<file path="config.mk">
export PLATFORM = sky130hd
export DESIGN_NAME = bus_master_arbiter
export DESIGN_NICKNAME = d
export VERILOG_FILES = /design/src/rtl/bus_master_arbiter.sv
export SDC_FILE = /design/constraint.sdc
export NUM_CORES = 1
export LEC_CHECK = 0
export CAP_MARGIN = 5
export CORE_MARGIN = 1.5
export CORE_UTILIZATION = 51
export DETAILED_ROUTE_END_ITERATION = 6
export PLACE_DENSITY = 0.89
export SLEW_MARGIN = 10
export SYNTH_ARGS = -nofsm -noshare
export SYNTH_HDL_FRONTEND = slang
export SYNTH_SLANG_ARGS = --single-unit
</file>
<file path="constraint.sdc">
create_clock -name clk -period 4 [get_ports clk]
set_input_delay 0.8 -clock clk [delete_from_list [all_inputs] [get_ports clk]]
set_output_delay 0.8 -clock clk [all_outputs]
set_load 0.05 [all_outputs]
</file>
<file path="src/rtl/bus_master_arbiter.sv">
// bus_master_arbiter: two-requester round-robin front end that
// runs the multiplexed cache bus protocol on the winner's behalf.
module bus_master_arbiter #(
  parameter int TIMEOUT = 255
) (
  input  logic        clk,
  input  logic        rst_n,
  input  logic        req0_valid,
  input  logic [2:0]  req0_cmd,
  input  logic [17:0] req0_addr,
  input  logic [31:0] req0_wdata,
  output logic        req0_ready,
  input  logic        req1_valid,
  input  logic [2:0]  req1_cmd,
  input  logic [17:0] req1_addr,
  input  logic [31:0] req1_wdata,
  output logic        req1_ready,
  output logic        resp0_valid,
  output logic        resp0_err,
  output logic [31:0] resp0_rdata,
  output logic        resp1_valid,
  output logic        resp1_err,
  output logic [31:0] resp1_rdata,
  output logic [13:0] bus_addr,
  output logic [2:0]  bus_ctrl_o,
  output logic        bus_ctrl_oe,
  input  logic [2:0]  bus_ctrl_i,
  output logic [15:0] bus_data_o,
  output logic        bus_data_oe,
  input  logic [15:0] bus_data_i
);

  typedef enum logic [2:0] {
    S_IDLE, S_CMD, S_ADDR2, S_TURN,
    S_WAIT, S_RD2, S_DONE
  } state_t;

  state_t      state, state_n;
  logic        owner, owner_n;
  logic        last, last_n;
  logic [2:0]  cmd, cmd_n;
  logic [17:0] addr, addr_n;
  logic [31:0] wdata, wdata_n;
  logic [15:0] lo, lo_n;
  logic [9:0]  cnt, cnt_n;
  logic        err, err_n;
  logic [31:0] rdata_n;
  logic        fin;

  logic [13:0] baddr_n;
  logic [2:0]  bctrl_n;
  logic        bctrl_oe_n;
  logic [15:0] bdata_n;
  logic        bdata_oe_n;
  logic        wr_n;

  logic        any_valid;
  logic        grant1;
  logic [2:0]  sel_cmd;
  logic [17:0] sel_addr;
  logic [31:0] sel_wdata;

  // last holds the requester served most recently
  assign any_valid = req0_valid | req1_valid;
  assign grant1    = req1_valid & (~req0_valid | ~last);
  assign sel_cmd   = grant1 ? req1_cmd   : req0_cmd;
  assign sel_addr  = grant1 ? req1_addr  : req0_addr;
  assign sel_wdata = grant1 ? req1_wdata : req0_wdata;

  assign req0_ready = rst_n & (state == S_IDLE)
                    & req0_valid & ~grant1;
  assign req1_ready = rst_n & (state == S_IDLE) & grant1;

  assign resp0_valid = (state == S_DONE) & ~owner;
  assign resp1_valid = (state == S_DONE) & owner;
  assign resp0_err   = resp0_valid & err;
  assign resp1_err   = resp1_valid & err;

  always_comb begin
    state_n = state;
    owner_n = owner;
    last_n  = last;
    cmd_n   = cmd;
    addr_n  = addr;
    wdata_n = wdata;
    lo_n    = lo;
    cnt_n   = cnt;
    err_n   = err;
    rdata_n = '0;
    fin     = 1'b0;
    unique case (state)
      S_IDLE: begin
        if (any_valid) begin
          owner_n = grant1;
          last_n  = grant1;
          cmd_n   = sel_cmd;
          addr_n  = sel_addr;
          wdata_n = sel_wdata;
          cnt_n   = '0;
          err_n   = 1'b0;
          state_n = S_CMD;
          if (sel_cmd == 3'd0) begin
            err_n   = 1'b1;
            fin     = 1'b1;
            state_n = S_DONE;
          end
        end
      end
      S_CMD:   state_n = S_ADDR2;
      S_ADDR2: state_n = S_TURN;
      S_TURN: begin
        cnt_n   = '0;
        state_n = S_WAIT;
      end
      S_WAIT: begin
        if (bus_ctrl_i == 3'd7) begin
          unique case (cmd)
            3'd1: begin
              rdata_n = {24'd0, bus_data_i[7:0]};
              fin     = 1'b1;
              state_n = S_DONE;
            end
            3'd2: begin
              rdata_n = {16'd0, bus_data_i};
              fin     = 1'b1;
              state_n = S_DONE;
            end
            3'd3: begin
              lo_n    = bus_data_i;
              state_n = S_RD2;
            end
            default: begin
              fin     = 1'b1;
              state_n = S_DONE;
            end
          endcase
        end else if (cnt == 10'(TIMEOUT - 1)) begin
          err_n   = 1'b1;
          fin     = 1'b1;
          state_n = S_DONE;
        end else begin
          cnt_n = cnt + 10'd1;
        end
      end
      S_RD2: begin
        rdata_n = {bus_data_i, lo};
        fin     = 1'b1;
        state_n = S_DONE;
      end
      S_DONE:  state_n = S_IDLE;
      default: state_n = S_IDLE;
    endcase
  end

  // bus drivers are registered from the next state
  assign wr_n = cmd_n[2] & (cmd_n[1] | cmd_n[0]);

  always_comb begin
    baddr_n    = '0;
    bctrl_n    = '0;
    bctrl_oe_n = 1'b0;
    bdata_n    = '0;
    bdata_oe_n = 1'b0;
    unique case (1'b1)
      (state_n == S_CMD): begin
        baddr_n    = addr_n[17:4];
        bctrl_n    = cmd_n;
        bctrl_oe_n = 1'b1;
        bdata_n    = wr_n ? wdata_n[15:0] : 16'd0;
        bdata_oe_n = wr_n;
      end
      (state_n == S_ADDR2): begin
        baddr_n    = {10'd0, addr_n[3:0]};
        bctrl_n    = cmd_n;
        bctrl_oe_n = 1'b1;
        bdata_n    = wr_n ? wdata_n[31:16] : 16'd0;
        bdata_oe_n = wr_n;
      end
      default: ;
    endcase
  end

  always_ff @(posedge clk or negedge rst_n) begin
    if (!rst_n) begin
      state       <= S_IDLE;
      owner       <= 1'b0;
      last        <= 1'b1;
      cmd         <= '0;
      addr        <= '0;
      wdata       <= '0;
      lo          <= '0;
      cnt         <= '0;
      err         <= 1'b0;
      resp0_rdata <= '0;
      resp1_rdata <= '0;
      bus_addr    <= '0;
      bus_ctrl_o  <= '0;
      bus_ctrl_oe <= 1'b0;
      bus_data_o  <= '0;
      bus_data_oe <= 1'b0;
    end else begin
      state       <= state_n;
      owner       <= owner_n;
      last        <= last_n;
      cmd         <= cmd_n;
      addr        <= addr_n;
      wdata       <= wdata_n;
      lo          <= lo_n;
      cnt         <= cnt_n;
      err         <= err_n;
      bus_addr    <= baddr_n;
      bus_ctrl_o  <= bctrl_n;
      bus_ctrl_oe <= bctrl_oe_n;
      bus_data_o  <= bdata_n;
      bus_data_oe <= bdata_oe_n;
      if (fin && !owner_n) resp0_rdata <= rdata_n;
      if (fin && owner_n)  resp1_rdata <= rdata_n;
    end
  end

endmodule
</file>
* After elaboration in Yosys (flattened, before gate mapping)
Cells that the tools add are included.
** Storage, ports and cells
- Output and inout port bits :: 105
- Bits in registers :: 184
- Logic and storage cells :: 104
** Operators by class
- Reduce and logical (&&, ||, !) cells :: 12
- Bitwise gates (word level) :: 17
- Multiplexer cells :: 41
- $add $sub $neg :: 1
- Equal/unequal tests :: 17
** Operators with widths (count)
- $mux 32 :: 3
- $pmux 16 s2 :: 2
- $pmux 32 s2 :: 1
- $mux 18 :: 3
- $mux 16 :: 3
- $mux 10 :: 3
- $pmux 10 s3 :: 1
- $pmux 14 s2 :: 1
- $mux 3 :: 8
- $pmux 3 s6 :: 1
- $eq 3x2->1 const B :: 5
- $eq 3x3->1 const B :: 4
- $mux 1 :: 12
- $add 10x1->10 const B :: 1
- $and 1x1->1 :: 10
- $eq 10x8->1 const B :: 1
- $eq 3x1->1 const B :: 3
- $ne 2x2->1 const B :: 4
- $reduce_and 4->1 :: 2
- $logic_not 3->1 :: 2
- $not 1->1 :: 4
- $or 1x1->1 :: 3
- $pmux 1 s3 :: 1
- $reduce_and 3->1 :: 1
- other kinds (8) :: 9

* Longest topological paths before layout
- Word-level depth :: 11
- Gate-level depth with buffers :: 9
- Depth with buffers taken out :: 7

* Worst setup path after synthesis
No wires, ideal clock.
- Kind :: in2out
- Start :: in req1_valid
- End :: out req1_ready
- Cell stages on the path :: 5
- Required time :: 3.200 ns
- Buffers on the path :: 3
- Setup slack :: 0.813 ns
- Data arrival time :: 2.387 ns
- Path through :: a21boi_1 > buf_2 > buf_2 > buf_2 > and3_1
** On the way
- Word-level cells in the longest chain between the ends :: 2
** Ends and longest elaborated chain
- from (decl) :: line 13 : input logic req1_valid,
- $and 1x1->1 :: line 65 : assign grant1 = req1_valid & (~req0_valid | ~last);
- $and 1x1->1 :: line 72 : assign req1_ready = rst_n & (state == S_IDLE) & grant1;
- to (decl) :: line 17 : output logic req1_ready,
No other way between the ends.

* Worst setup path in the final report
- Start :: in req0_valid
- End :: reg resp1_rdata[0]
** On the way
- Word-level cells in the longest chain between the ends :: 9
- Elaborated cells on any way between the ends :: 12
- Classes of those cells :: 6 x mux; 4 x bitwise; 2 x reduce/logical
** Ends and longest elaborated chain
- from (decl) :: line 8 : input logic req0_valid,
- $not 1->1 :: line 65
- $or 1x1->1 :: line 65
- $and 1x1->1 :: line 65
- $mux 3 :: line 66 : assign sel_cmd = grant1 ? req1_cmd : req0_cmd;
- $logic_not 3->1 :: line 102 : if (sel_cmd == 3'd0) begin
- $mux 1 :: line 102
- $mux 1 :: line 93 : if (any_valid) begin
- $pmux 1 s3 :: line 91 : unique case (state)
- $logic_and 1x1->1 * :: line 217 : if (fin && owner_n) resp1_rdata <= rdata_n;
- to (signal assigned) :: line 217
- to (decl) :: line 23 : output logic [31:0] resp1_rdata,
Mark *: on every way between the ends. The rest lies on a longest branch, timed or not.
A chain may end at the register's enable or synchronous reset.

==> results_dict.tcl <==
set metrics [dict create \
    ys_seq_elements 174 \
    grt_max_degree 68 \
    relSlewSlack_pct 15.2 \
    syn-cell-area_um2 7650 \
    clockBufferDepth 2 \
    ys.flop_type "dfrtp_1" \
    numClockSinks 174 \
    min_period_ns 3.30 \
    drt-wirelength-per-cell_um 20.7 \
    track_usage_pct 27.3 \
    syn_inst 581 \
    use_met2_pct 46.0 \
    min_path_type "input pin to asynchronous set/reset pin" \
    core_um2 14600 \
    syn_to_final_growth_pct 41.2 \
    vdd_drop_max_mv 0.405 \
    antenna_found_initial 0 \
    rows 44 \
    ios 234 \
    wirelength_um 20900 \
    placedCellCount 975 \
    cts_setup_buffers 0 \
    tns_ns 0 \
    final_cell_mix "clkdlybuf4s50_1, dfrtp_1, mux2_2" \
    syn_nets 712 \
    drive_above_1_share_pct 21.0 \
    pwr-share-clk_pct 21.6 \
    p_switching_w 0.00311 \
    layout_commonest_cell "clkdlybuf4s50_1" \
    synth-edff-count 0 \
    grt-ovfl-total 0 \
    p_leak_nw 4.87 \
    grt_use_met3_pct 5.95 \
    fmax_ghz 0.303 \
    cp.required_ns 4.30 \
    rsz0062_at_grt "false" \
    initialDrtViolationCount 371 \
    die-area_um2 15800 \
    cp_max_fo 32 \
    viasPerCell 5.78 \
    grt_pass1_vias 6225 \
    yosysWarnings 0 \
    postCtsHoldBufs 0 \
    portBuffers 233 \
    num_vias 5814 \
    dieHeight_um 126 \
    die_x_um 126 \
    netlist-cell-type-count 47 \
    grt_pass1_wl_um 33500 \
    ant_nets 0 \
    syn_area_per_cell_um2 13.2 \
    nets 941 \
    drv_slew 0 \
    busiest_layer "met2" \
    fin_crit_sh_pct 82.6 \
    cp.arrival_ns 3.61 \
    cts_tree "built" \
    status "complete, no violations" \
    crit_path_max_incr_delay_ns 0.99 \
    power_density_nw_per_um2 717 \
    tightest_slew_ns 1.27 \
    cts_resized 0 \
    place.gp.congestion 0.846 \
    final_cells 1006 \
    power_frac_comb_pct 44.7 \
    cts_root_buffer "clkbuf_16" \
    crit_path_cell_trace "clkdlybuf4s50_1 -> o21ai_1 -> o21ai_0 -> o21ai_4 -> mux2_2" \
    h-tree-depth 4 \
    maxCapViolations 0 \
    whs_ns 0.336 \
    initial_core_util_pct 52.5 \
    switching_share_pct 40.2 \
    finalSetupViolations 0 \
    async_reset_ff_share_pct 100 \
    fin_skew_ns 0.0122 \
    hold_violations 0 \
    critical_path_class "input pin to register" \
    p_int_w 0.00464 \
    dp_hpwl_um 14700 \
    slowest_stage "o21ai_4" \
    synth-seq-area-share_pct 56.9 \
    endpoint_kind "register" \
    drtPass1Iterations 5 \
    cts_buffers 17 \
    diodes 0 \
    power_frac_seq_pct 33.7 \
    clk_pin_slew_ns 0.06 \
    clk_latency_ns 0.43 \
    gr-usage-met1_pct 33.6 \
    remaining_drc_errors 0 \
    startpoint_type "input pin" \
]
worst max-delay path: cells and delay by family:
kind | cells | cell delay [ns]
mux | 1 | 0.43
buf+inv | 1 | 0.49
compound gates | 3 | 1.88
final timing paths:
| path | from | to | slack [ns] | cells after the start |
|---|---|---|---|---|
| min in group clk | wdata[7]$_DFF_PN0_ | wdata[7]$_DFF_PN0_ | 0.50 | 1 |
| min reg2reg | wdata[7]$_DFF_PN0_ | wdata[7]$_DFF_PN0_ | 0.50 | 1 |
| min | rst_n | bus_addr[8]$_DFF_PN0_ | 0.34 | 1 |
| max in group asynchronous | rst_n | cmd[0]$_DFF_PN0_ | 2.39 | 2 |
| max | req0_valid | resp1_rdata[0]$_DFFE_PN0P_ | 0.70 | 5 |
| max reg2reg | state[1]$_DFF_PN0_ | resp1_rdata[0]$_DFFE_PN0P_ | 0.93 | 5 |
stage by stage:
stage	total power, W	setup WS (ns)	cell area (µm²)	utilization [%]
floorplan	0.00486	0.813	7650	-
global placement	0.00596	0.432	10200	70.0
detailed placement	0.00608	0.270	10200	70.0
CTS	0.00778	0.754	10800	74.1
global route	0.00810	0.480	10800	74.1
finish	0.00776	0.696	10800	74.1
cell usage after synthesis, types with 2 or more instances:
| cell type | number | share of area [%] |
|---|---|---|
| nand2_1 | 29 | 1.4 |
| a22o_1 | 53 | 6.1 |
| a22oi_1 | 17 | 1.7 |
| mux2_4 | 28 | 5.5 |
| ha_1 | 2 | 0.33 |
| nand3_1 | 3 | 0.20 |
| nor3b_1 | 4 | 0.39 |
| mux2_2 | 86 | 13 |
| o21ai_0 | 13 | 0.85 |
| nand4_1 | 5 | 0.41 |
| xor2_1 | 8 | 0.92 |
| dfrtp_1 | 173 | 57 |
| and3_1 | 16 | 1.3 |
| nand4b_1 | 2 | 0.23 |
| mux2i_1 | 21 | 2.7 |
| nor3_1 | 8 | 0.52 |
| and2_1 | 5 | 0.41 |
| buf_6 | 4 | 0.59 |
| o21ai_2 | 2 | 0.23 |
| or3_1 | 2 | 0.16 |
| nor2_1 | 31 | 1.5 |
| buf_2 | 10 | 0.65 |
| inv_1 | 6 | 0.29 |
| a21oi_1 | 2 | 0.13 |
| nor2b_1 | 7 | 0.57 |
| clkbuf_1 | 22 | 1.1 |
| o31ai_1 | 2 | 0.20 |
cell type report:
type / count / area, µm²
Clock buffer: 18 / 429
Clock inverter: 13 / 163
Fill cell: 882 / 3780
Inverter: 6 / 22.5
Multi-Input combinational cell: 363 / 3150
Sequential cell: 174 / 4360
Tap cell: 184 / 230
Timing Repair Buffer: 248 / 2470
registers in the layout, summed over array words and instances, names as in the netlist, 8 cells and up:
signal and count:
addr 8, bus_addr 14, bus_data_o 16, cnt 10, lo 16, resp0_rdata 32
resp1_rdata 32, wdata 32
cell families after synthesis:
group           count (synthesis)  share of synthesized area (%)
mux                           135                           20.9
compound gates                 99                           10.3
buf+inv                        44                           2.76
simple gates                  119                           7.91
fa+ha+maj                       2                          0.327
xor+xnor                        8                          0.915
flops                         174                           56.9
power groups by stage:
stage	clock [W]	combinational, W	sequential [W]
after CTS	0.00169	0.00348	0.00261
after global routing	0.00177	0.00366	0.00266
after detailed placement	0	0.00346	0.00262
after global placement	0	0.00335	0.00260
after floorplan	0	0.00135	0.00351
final	0.00168	0.00347	0.00261
per-layer routing:
layer / vias to the layer above / routed length [µm] / share of wire [%]
li1: 2561 / - / -
met1: 2916 / 8140 / 39
met2: 271 / 10700 / 52
met3: 66 / 1160 / 5.5
met4: 0 / 813 / 3.9
met5: - / 0 / 0
(Power assumes the default switching activity.)
